File: src/rtl/spi_pkg.sv
// Shared constants for the SPI transmit FIFO launcher.
// Launch FSM state encodings are kept as plain 2-bit constants for
// compatibility with existing users of these values.
package spi_pkg;

  localparam logic [1:0] IDLE      = 2'd0;
  localparam logic [1:0] LAUNCH    = 2'd1;
  localparam logic [1:0] WAIT_BUSY = 2'd2;
  localparam logic [1:0] WAIT_DONE = 2'd3;

endpackage

File: src/rtl/sync_fifo_mem.sv
// Circular FIFO storage with read/write pointers and an occupancy counter.
// Push qualification lives here: a push while full succeeds only when a pop
// happens in the same cycle; otherwise it is dropped and flagged.
module sync_fifo_mem #(
  parameter int unsigned bus_width  = 8,
  parameter int unsigned depth      = 8,
  parameter int unsigned addr_width = 3
) (
  input  logic                  clk,
  input  logic                  rst,
  input  logic                  wr_en,
  input  logic [bus_width-1:0]  wr_data,
  input  logic                  rd_en,
  output logic [bus_width-1:0]  rd_data,
  output logic [addr_width:0]   count,
  output logic                  full,
  output logic                  empty,
  output logic                  overflow
);

  logic [bus_width-1:0]  mem_q [depth];
  logic [addr_width-1:0] wr_ptr_q, wr_ptr_d;
  logic [addr_width-1:0] rd_ptr_q, rd_ptr_d;
  logic [addr_width:0]   count_q, count_d;
  logic                  push_ok;

  // Status flags and push qualification derived from the registered count.
  always_comb begin
    full     = (count_q == (addr_width+1)'(depth));
    empty    = (count_q == '0);
    push_ok  = wr_en && (!full || rd_en);
    overflow = !rst && wr_en && full && !rd_en;
    count    = count_q;
    rd_data  = mem_q[rd_ptr_q];
  end

  // Next pointer and occupancy values; pointers wrap naturally at depth.
  always_comb begin
    wr_ptr_d = wr_ptr_q;
    rd_ptr_d = rd_ptr_q;
    count_d  = count_q;
    if (push_ok) wr_ptr_d = wr_ptr_q + addr_width'(1);
    if (rd_en)   rd_ptr_d = rd_ptr_q + addr_width'(1);
    case ({push_ok, rd_en})
      2'b10:   count_d = count_q + (addr_width+1)'(1);
      2'b01:   count_d = count_q - (addr_width+1)'(1);
      default: count_d = count_q;
    endcase
  end

  // Pointer and count registers.
  always_ff @(posedge clk) begin
    if (rst) begin
      wr_ptr_q <= '0;
      rd_ptr_q <= '0;
      count_q  <= '0;
    end else begin
      wr_ptr_q <= wr_ptr_d;
      rd_ptr_q <= rd_ptr_d;
      count_q  <= count_d;
    end
  end

  // Storage array; contents need no reset since the count gates reads.
  always_ff @(posedge clk) begin
    if (!rst && push_ok) mem_q[wr_ptr_q] <= wr_data;
  end

endmodule

File: src/rtl/spi_tx_fifo.sv
// Transmit FIFO feeding an SPI master through a four-state launch FSM.
// Optional receive capture is enabled with macro SPI_TX_FIFO_RX_CAPTURE_EN.
module spi_tx_fifo
  import spi_pkg::*;
#(
  parameter int unsigned bus_width  = 8,
  parameter int unsigned depth      = 8,
  parameter int unsigned addr_width = 3
) (
  input  logic                  clk,
  input  logic                  rst,
  input  logic                  i_wr_en,
  input  logic [bus_width-1:0]  i_wr_data,
  output logic                  o_full,
  output logic                  o_empty,
  output logic [addr_width:0]   o_count,
  output logic                  o_overflow,
  input  logic                  i_tx_rdy,
  output logic [bus_width-1:0]  o_tx_byte,
  output logic                  o_tx_dv,
`ifdef SPI_TX_FIFO_RX_CAPTURE_EN
  output logic                  o_busy,
  input  logic [bus_width-1:0]  i_rx_byte,
  output logic [bus_width-1:0]  o_rx_byte,
  output logic                  o_rx_valid
`else
  output logic                  o_busy
`endif
);

  logic [1:0]           state_q, state_d;
  logic [bus_width-1:0] tx_byte_q, tx_byte_d;
  logic [bus_width-1:0] head_data;
  logic                 pop;

  sync_fifo_mem #(
    .bus_width  (bus_width),
    .depth      (depth),
    .addr_width (addr_width)
  ) u_mem (
    .clk      (clk),
    .rst      (rst),
    .wr_en    (i_wr_en),
    .wr_data  (i_wr_data),
    .rd_en    (pop),
    .rd_data  (head_data),
    .count    (o_count),
    .full     (o_full),
    .empty    (o_empty),
    .overflow (o_overflow)
  );

  // Launch FSM next state; the head entry is popped on the IDLE->LAUNCH edge.
  always_comb begin
    state_d   = state_q;
    tx_byte_d = tx_byte_q;
    pop       = 1'b0;
    case (state_q)
      IDLE: begin
        if (!o_empty && i_tx_rdy) begin
          pop       = 1'b1;
          tx_byte_d = head_data;
          state_d   = LAUNCH;
        end
      end
      LAUNCH:    state_d = WAIT_BUSY;
      WAIT_BUSY: if (!i_tx_rdy) state_d = WAIT_DONE;
      WAIT_DONE: if (i_tx_rdy)  state_d = IDLE;
      default:   state_d = IDLE;
    endcase
  end

  // FSM state and held transmit byte.
  always_ff @(posedge clk) begin
    if (rst) begin
      state_q   <= IDLE;
      tx_byte_q <= '0;
    end else begin
      state_q   <= state_d;
      tx_byte_q <= tx_byte_d;
    end
  end

  // Strobe and busy are decoded straight from state, so reset clears them.
  always_comb begin
    o_tx_dv   = (state_q == LAUNCH);
    o_busy    = (state_q != IDLE);
    o_tx_byte = tx_byte_q;
  end

`ifdef SPI_TX_FIFO_RX_CAPTURE_EN
  logic [bus_width-1:0] rx_byte_q, rx_byte_d;
  logic                 rx_valid_q, rx_valid_d;

  // Capture the received byte as the transfer completes.
  always_comb begin
    rx_byte_d  = rx_byte_q;
    rx_valid_d = 1'b0;
    if (state_q == WAIT_DONE && i_tx_rdy) begin
      rx_byte_d  = i_rx_byte;
      rx_valid_d = 1'b1;
    end
  end

  // Receive capture registers.
  always_ff @(posedge clk) begin
    if (rst) begin
      rx_byte_q  <= '0;
      rx_valid_q <= 1'b0;
    end else begin
      rx_byte_q  <= rx_byte_d;
      rx_valid_q <= rx_valid_d;
    end
  end

  assign o_rx_byte  = rx_byte_q;
  assign o_rx_valid = rx_valid_q;
`endif

endmodule

File: config.mk
export PLATFORM = sky130hd
export DESIGN_NAME = spi_tx_fifo
export DESIGN_NICKNAME = d
export VERILOG_FILES = /design/src/rtl/spi_pkg.sv /design/src/rtl/sync_fifo_mem.sv /design/src/rtl/spi_tx_fifo.sv
export SDC_FILE = /design/constraint.sdc
export NUM_CORES = 1
export LEC_CHECK = 0
export CORE_MARGIN = 4
export CORE_UTILIZATION = 43
export CTS_CLUSTER_SIZE = 8
export DETAILED_ROUTE_END_ITERATION = 10
export SETUP_SLACK_MARGIN = 0.1
export SYNTH_ARGS = -nofsm -noshare
export SYNTH_HDL_FRONTEND = slang
export SYNTH_SLANG_ARGS = --single-unit
File: constraint.sdc
create_clock -name clk -period 2.5 [get_ports clk]
set_clock_uncertainty 0.15 [all_clocks]
set_input_delay 0.375 -clock clk [delete_from_list [all_inputs] [get_ports clk]]
set_output_delay 0.375 -clock clk [all_outputs]
set_load 0.01 [all_outputs]
# After elaboration in Yosys (flattened, before gate mapping)
# Memories as Yosys holds them, arrays and structs flattened. A register that Yosys moved wholly into a read port is not among the register bits.
# Cells that the tools add are included.
# totals
memories	1
word_cells	44
reg_bits	12
out_inout_bits	17
ramBits	64
romBits	0
in_bits	12
latchBits	0
# memory_table
name	words	word_bits	rd	rd_clocked_by_memory_dff	wr	line	source
u_mem.mem_q	8	8	1	1	1	sync_fifo_mem.sv:21	logic [bus_width-1:0] mem_q [depth];
# op_classes
n_eq_ne	9
n_div	0
addsub	4
order_cmp	0
multipliers	0
bitwise_logic	0
shift	0
n_reduce_logical	17
mux	9
# op_table
op	n
$pmux 2 s4	1
$pmux 4 s2	1
$add 3x1->3 const B	2
$eq 2x2->1 const B	3
$logic_and 1x1->1	6
$mux 2	3
$ne 2x2->1 const B	3
$add 4x1->4 const B	1
$eq 2x1->1 const B	2
$eq 4x4->1 const B	1
$logic_not 1->1	4
$logic_not 4->1	1
$mux 1	4
$reduce_bool 2->1	2
$sub 4x1->4 const B	1
$reduce_and 3->1	1
$logic_not 2->1	1
$reduce_and 2->1	1
$logic_or 1x1->1	1

# Logic depth before layout (Yosys ltp)
# Gate-level depths: netlist of the first run.
# depth
ltp_word	10
mapped_depth	12
depth_no_buf	11

# Cells and area by module
# Synthesis of the first run repeated with hierarchy kept, for this count alone.
# hier_totals
hier_cells	220
area_unflattened_um2	3603.5
# modules_own_cells
module	seq_area_each_um2	cells_each	area_each_um2	n_inst
sync_fifo_mem	2182.1	174	3149.3	1
spi_tx_fifo	200.2	46	454.2	1

# Worst setup path before layout of the first run
# OpenSTA, ideal clock, no wires.
# synth_path
path_type	reg2reg
start	register u_mem.count_q[3], in the netlist u_mem.count[3]
end	register u_mem.count_q[3], in the netlist u_mem.count[3]
stages_incl_launch_ff	11
required_ns	2.279
arrival_ns	2.681
path_slack_ns	-0.402
setup_ns	0.071
n_path_buf	1
synth_period_minus_slack_ns	2.902
cell_sequence	dfxtp_1 > or4_4 > inv_1 > nor2_1 > buf_2 > ha_1 > ha_1 > a21oi_1 > a21oi_1 > or4_1 > a21oi_1
# synth_between
elab_chain_len	9
word_cells_on_any_way	15
classes_between	add/sub (2); eq/ne (3); mux (3); reduce/logical (7)
# synth_lines
item	line	source
start: declaration	sync_fifo_mem.sv:24	logic [addr_width:0] count_q, count_d;
start signal: assignment	sync_fifo_mem.sv:60	count_q <= count_d;
$logic_not 4->1 *	sync_fifo_mem.sv:30	empty = (count_q == '0);
named net o_empty	spi_tx_fifo.sv:15	output logic o_empty,
$logic_not 1->1 *	spi_tx_fifo.sv:60	if (!o_empty && i_tx_rdy) begin
$logic_and 1x1->1 *	spi_tx_fifo.sv:60	
$mux 1 *	spi_tx_fifo.sv:60	
$mux 1 *	spi_tx_fifo.sv:58	case (state_q)
named net pop	spi_tx_fifo.sv:34	logic pop;
$logic_or 1x1->1	sync_fifo_mem.sv:31	push_ok = wr_en && (!full || rd_en);
$logic_and 1x1->1	sync_fifo_mem.sv:31	
$eq 2x1->1 or $eq 2x2->1 (tied branches)	sync_fifo_mem.sv:44	case ({push_ok, rd_en})
$pmux 4 s2 or $reduce_bool 2->1 (tied branches)	--	
# Mark *: on every way through the listed nets, which the timed path passes. The rest lies on a longest branch.
# A chain may end at the register's enable or synchronous reset.

# Worst setup path after layout of the first run
# layout_path
start	register u_mem.count_q[2], in the netlist u_mem.count[2]
end	register u_mem.count_q[3], in the netlist u_mem.count[3]
# layout_between
elab_chain_len	9
word_cells_on_any_way	15
classes_between	add/sub (2); eq/ne (3); mux (3); reduce/logical (7)
# layout_lines
item	line
$logic_not 4->1	sync_fifo_mem.sv:30
$logic_not 1->1	spi_tx_fifo.sv:60
$logic_and 1x1->1	spi_tx_fifo.sv:60
$mux 1	spi_tx_fifo.sv:60
$mux 1	spi_tx_fifo.sv:58
$logic_or 1x1->1	sync_fifo_mem.sv:31
$logic_and 1x1->1	sync_fifo_mem.sv:31
$eq 2x1->1 or $eq 2x2->1 (tied branches)	sync_fifo_mem.sv:44
$pmux 4 s2 or $reduce_bool 2->1 (tied branches)	--
# Several ways; a longest one is shown, not always the timed one.

==> results of run 1 <==
==> routing by layer <==
metal | global-route usage | up-vias | wire (microns)
li1 | - | 955 | -
met1 | 0.192 | 950 | 2780
met2 | 0.232 | 58 | 3280
met3 | 0.0438 | 4 | 441
met4 | 0.0486 | 0 | 44
met5 | 0 | - | 0
==> cells in the mapped netlist (2+ instances only) <==
master    number
edfxtp_1      64
nor2_1        28
dfxtp_1       20
mux4_2        16
ha_1          10
nor3_1        10
inv_1          9
o22ai_1        8
a21oi_1        7
nand2_1        7
clkbuf_1       4
nand3_1        4
xor2_1         4
nand2b_1       3
buf_2          2
buf_4          2
nand3_2        2
nor4_1         2
xnor2_1        2
==> logic make-up after synthesis <==
group	count (synthesis)	share of synthesized area
adder cells (fa/ha/maj)	11	0.0426
AND/OR/NAND/NOR	62	0.0880
flip-flops	84	0.681
XOR/XNOR	6	0.0154
multiplexers	17	0.109
buffers and inverters	17	0.0216
AO/OA/AOI/OAI	21	0.0429
==> power groups by stage <==
stage                     combinational, mW  sequential [mW]  clock, mW
final                                  1.46             1.72      0.954
after global routing                   1.60             1.73       1.04
after CTS                              1.45             1.72      0.979
after detailed placement               1.45             1.74          0
after global placement                 1.44             1.74          0
after floorplan                       0.846             1.78          0
==> metrics by stage <==
step	total power [mW]	instance area, sq um
4_1_cts	4.14	4240
6_report	4.13	4300
3_3_place_gp	3.18	4050
2_1_floorplan	2.63	3460
5_1_grt	4.38	4300
3_5_place_dp	3.20	4050
==> timing repair <==
| action | CTS | global route |
|---|---|---|
| buffers inserted | 0 | 2 |
| pin swaps | 0 | 3 |
| setup endpoints to repair | 4 | 5 |
| resized for setup | 7 | 12 |
==> critical path: stages, from the launching register on <==
cell,delay [ps]
dfxtp_4,360
or4_4,560
inv_4,80
nor2_2,50
ha_4,170
ha_4,280
nand3_2,90
and3_1,170
or4_4,410
a21oi_2,120
==> final timing paths <==
check | start | to | slack (ps) | cells after the start
max | u_mem.count[2]$_SDFFE_PP0P_ | u_mem.count[3]$_SDFFE_PP0P_ | -7 | 9
min | o_tx_byte[6]$_SDFFE_PP0P_ | o_tx_byte[6]$_SDFFE_PP0P_ | 350 | 2
min reg2reg | o_tx_byte[6]$_SDFFE_PP0P_ | o_tx_byte[6]$_SDFFE_PP0P_ | 350 | 2
max reg2reg | u_mem.count[2]$_SDFFE_PP0P_ | u_mem.count[3]$_SDFFE_PP0P_ | -7 | 9
==> flip-flops by register name (all words and copies together), names as in the netlist <==
| name | flops |
|---|---|
| o_tx_byte | 8 |
| u_mem.rd_ptr_q | 3 |
| u_mem.wr_ptr_q | 3 |
| state_q | 2 |
| u_mem.count | 4 |
| u_mem.mem_q | 64 |
==> final cells by class <==
type                            instances  area share
Multi-Input combinational cell        117       0.257
Timing Repair Buffer                   59       0.118
Clock inverter                          7      0.0169
Sequential cell                        84       0.541
Inverter                                9     0.00843
Clock buffer                            9      0.0288
Tap cell                              102      0.0297
==> results by group, run 1 <==
Run status
  • Outcome: finished, violations left
  • Failing checks: negative setup slack

CTS
  • Insertion delay to the later sink of the worst-skew pair: 350 ps
  • Clock buffer depth: 2
  • CTS sink cnt: 84
  • Hold_buf cts: 0
  • CTS H-Tree Depth: 3
  • Clock Pin Slew Worst Setup and Hold Paths: 90 ps
  • CTS tree: yes
  • Clock buffer count from CTS: 9
  • Root Driver: clkbuf_8

Global routing
  • Pin count of the biggest net entering global routing: 21
  • Initial antenna violation count: 0
  • Vias in the first global route: 1931
  • Grt total ovfl: 0
  • GRT Total Usage: 0.146
  • First-pass GRT wire length: 10.4 mm

Place
  • GP Congestion: 0.768
  • Placed instance count: 369
  • DP Worst Slack: -114 ps
  • DP HPWL: 4.15 mm
  • Port bufs: 28

Power and ir drop
  • Sw Share: 0.306
  • Pleak: 1.49 nW
  • Flop pwr share: 0.415
  • Comb power frac: 0.354
  • Max IR drop VDD: 0.000499 V
  • Sw power: 1.26 mW
  • Clock share of power: 0.231
  • Power per standard cell area: 960 mW/mm^2
  • P_int: 2.87 mW

STA
  • RSZ-0062 raised after global routing: yes
  • Fmax: 399 MHz
  • Slew margin rel.: 0.770
  • Final Hold Fails: 0
  • Post-layout min period: 2510 ps
  • Final worst slack: -6.52 ps
  • Hold_ws: 345 ps
  • Count of final setup violators: 1
  • Period utilization: 1.00
  • Worst-Margin Slew: 345 ps
  • Fin. max-slew vios: 0
  • Setup tns final: -6.52 ps

Worst setup path
  • Crit path capture type: flop
  • Crit-path max FO: 4
  • Worst path arrival time: 2650 ps
  • Kind of critical path: flop to flop
  • Startpoint Class: flop
  • Crit path required time: 2640 ps

Final layout
  • P&R area growth vs syn: 26.2%
  • Non-Filler Instances: 387
  • Commonest non-fill, non-tap cell in the layout: edfxtp_1
  • Final net count: 303
  • Final Util: 0.557
  • Layout cells sized above 1: 0.309
  • Multi-input logic area: 0.00111 sq mm
  • Layout fillers: 611
  • Ant diodes: 0
  • Commonest cells after routing, fill and taps aside: 64 x edfxtp_1, 30 x buf_4, 26 x nor2_1
  • Reg area: 0.00233 sq mm

Die
  • Row count: 32
  • Die Span Y: 97.1 microns
  • # IOs: 29
  • Die ar.: 0.00942 sq mm
  • Die X: 97.1 microns
  • Starting Density: 0.441
  • Total core area: 0.00773 sq mm

Synthesis
  • Mapped cell area: 0.00341 sq mm
  • Ys async rst share: 0
  • Post-Synthesis Mean Instance Area: 15.6 sq um
  • Net Count, Synth: 241
  • Seq/Total Area, Yosys: 0.681
  • Netlist cell types: 33
  • #FFs+latches synth: 84
  • Most area-consuming cells after synthesis: edfxtp_1 56%, dfxtp_1 12%, mux4_2 11%, ha_1 3.7%, nor2_1 3.1%
  • Area leader, netlist: edfxtp_1
  • Cell count after synthesis: 218
  • Synth Warn #: 0
  • Top FF cell, synth: edfxtp_1
  • Share of the synthesized area in the top cell type: 0.563
  • Number of synthesized flops with an enable pin: 64

Drt
  • Final wirelength: 6.54 mm
  • Via density: 5.08
  • Vias: 1967
  • Drt drc: 0
  • Post-DRT Antenna Nets: 0
  • Initial DRC count: 98
  • Avg WL per Cell: 16.9 microns
  • Drt pass-1 iters: 4

Flow run
  • Max-Cap Viols: 0

Worst hold path
  • Hold crit path type: flop to flop
No activity file was read; power rests on OpenSTA's default activity.
==> inputs of run 2 (changes only) <==
--- a/config.mk
+++ b/config.mk
@@ -7,6 +7,7 @@
 export LEC_CHECK = 0
 export CORE_MARGIN = 4
 export CORE_UTILIZATION = 43
+export CTS_BUF_LIST = sky130_fd_sc_hd__clkbuf_8
 export CTS_CLUSTER_SIZE = 8
 export DETAILED_ROUTE_END_ITERATION = 10
 export SETUP_SLACK_MARGIN = 0.1
==> results of run 2 <==
Same layout as run 1: the final DEF is identical, and so are final timing and power.
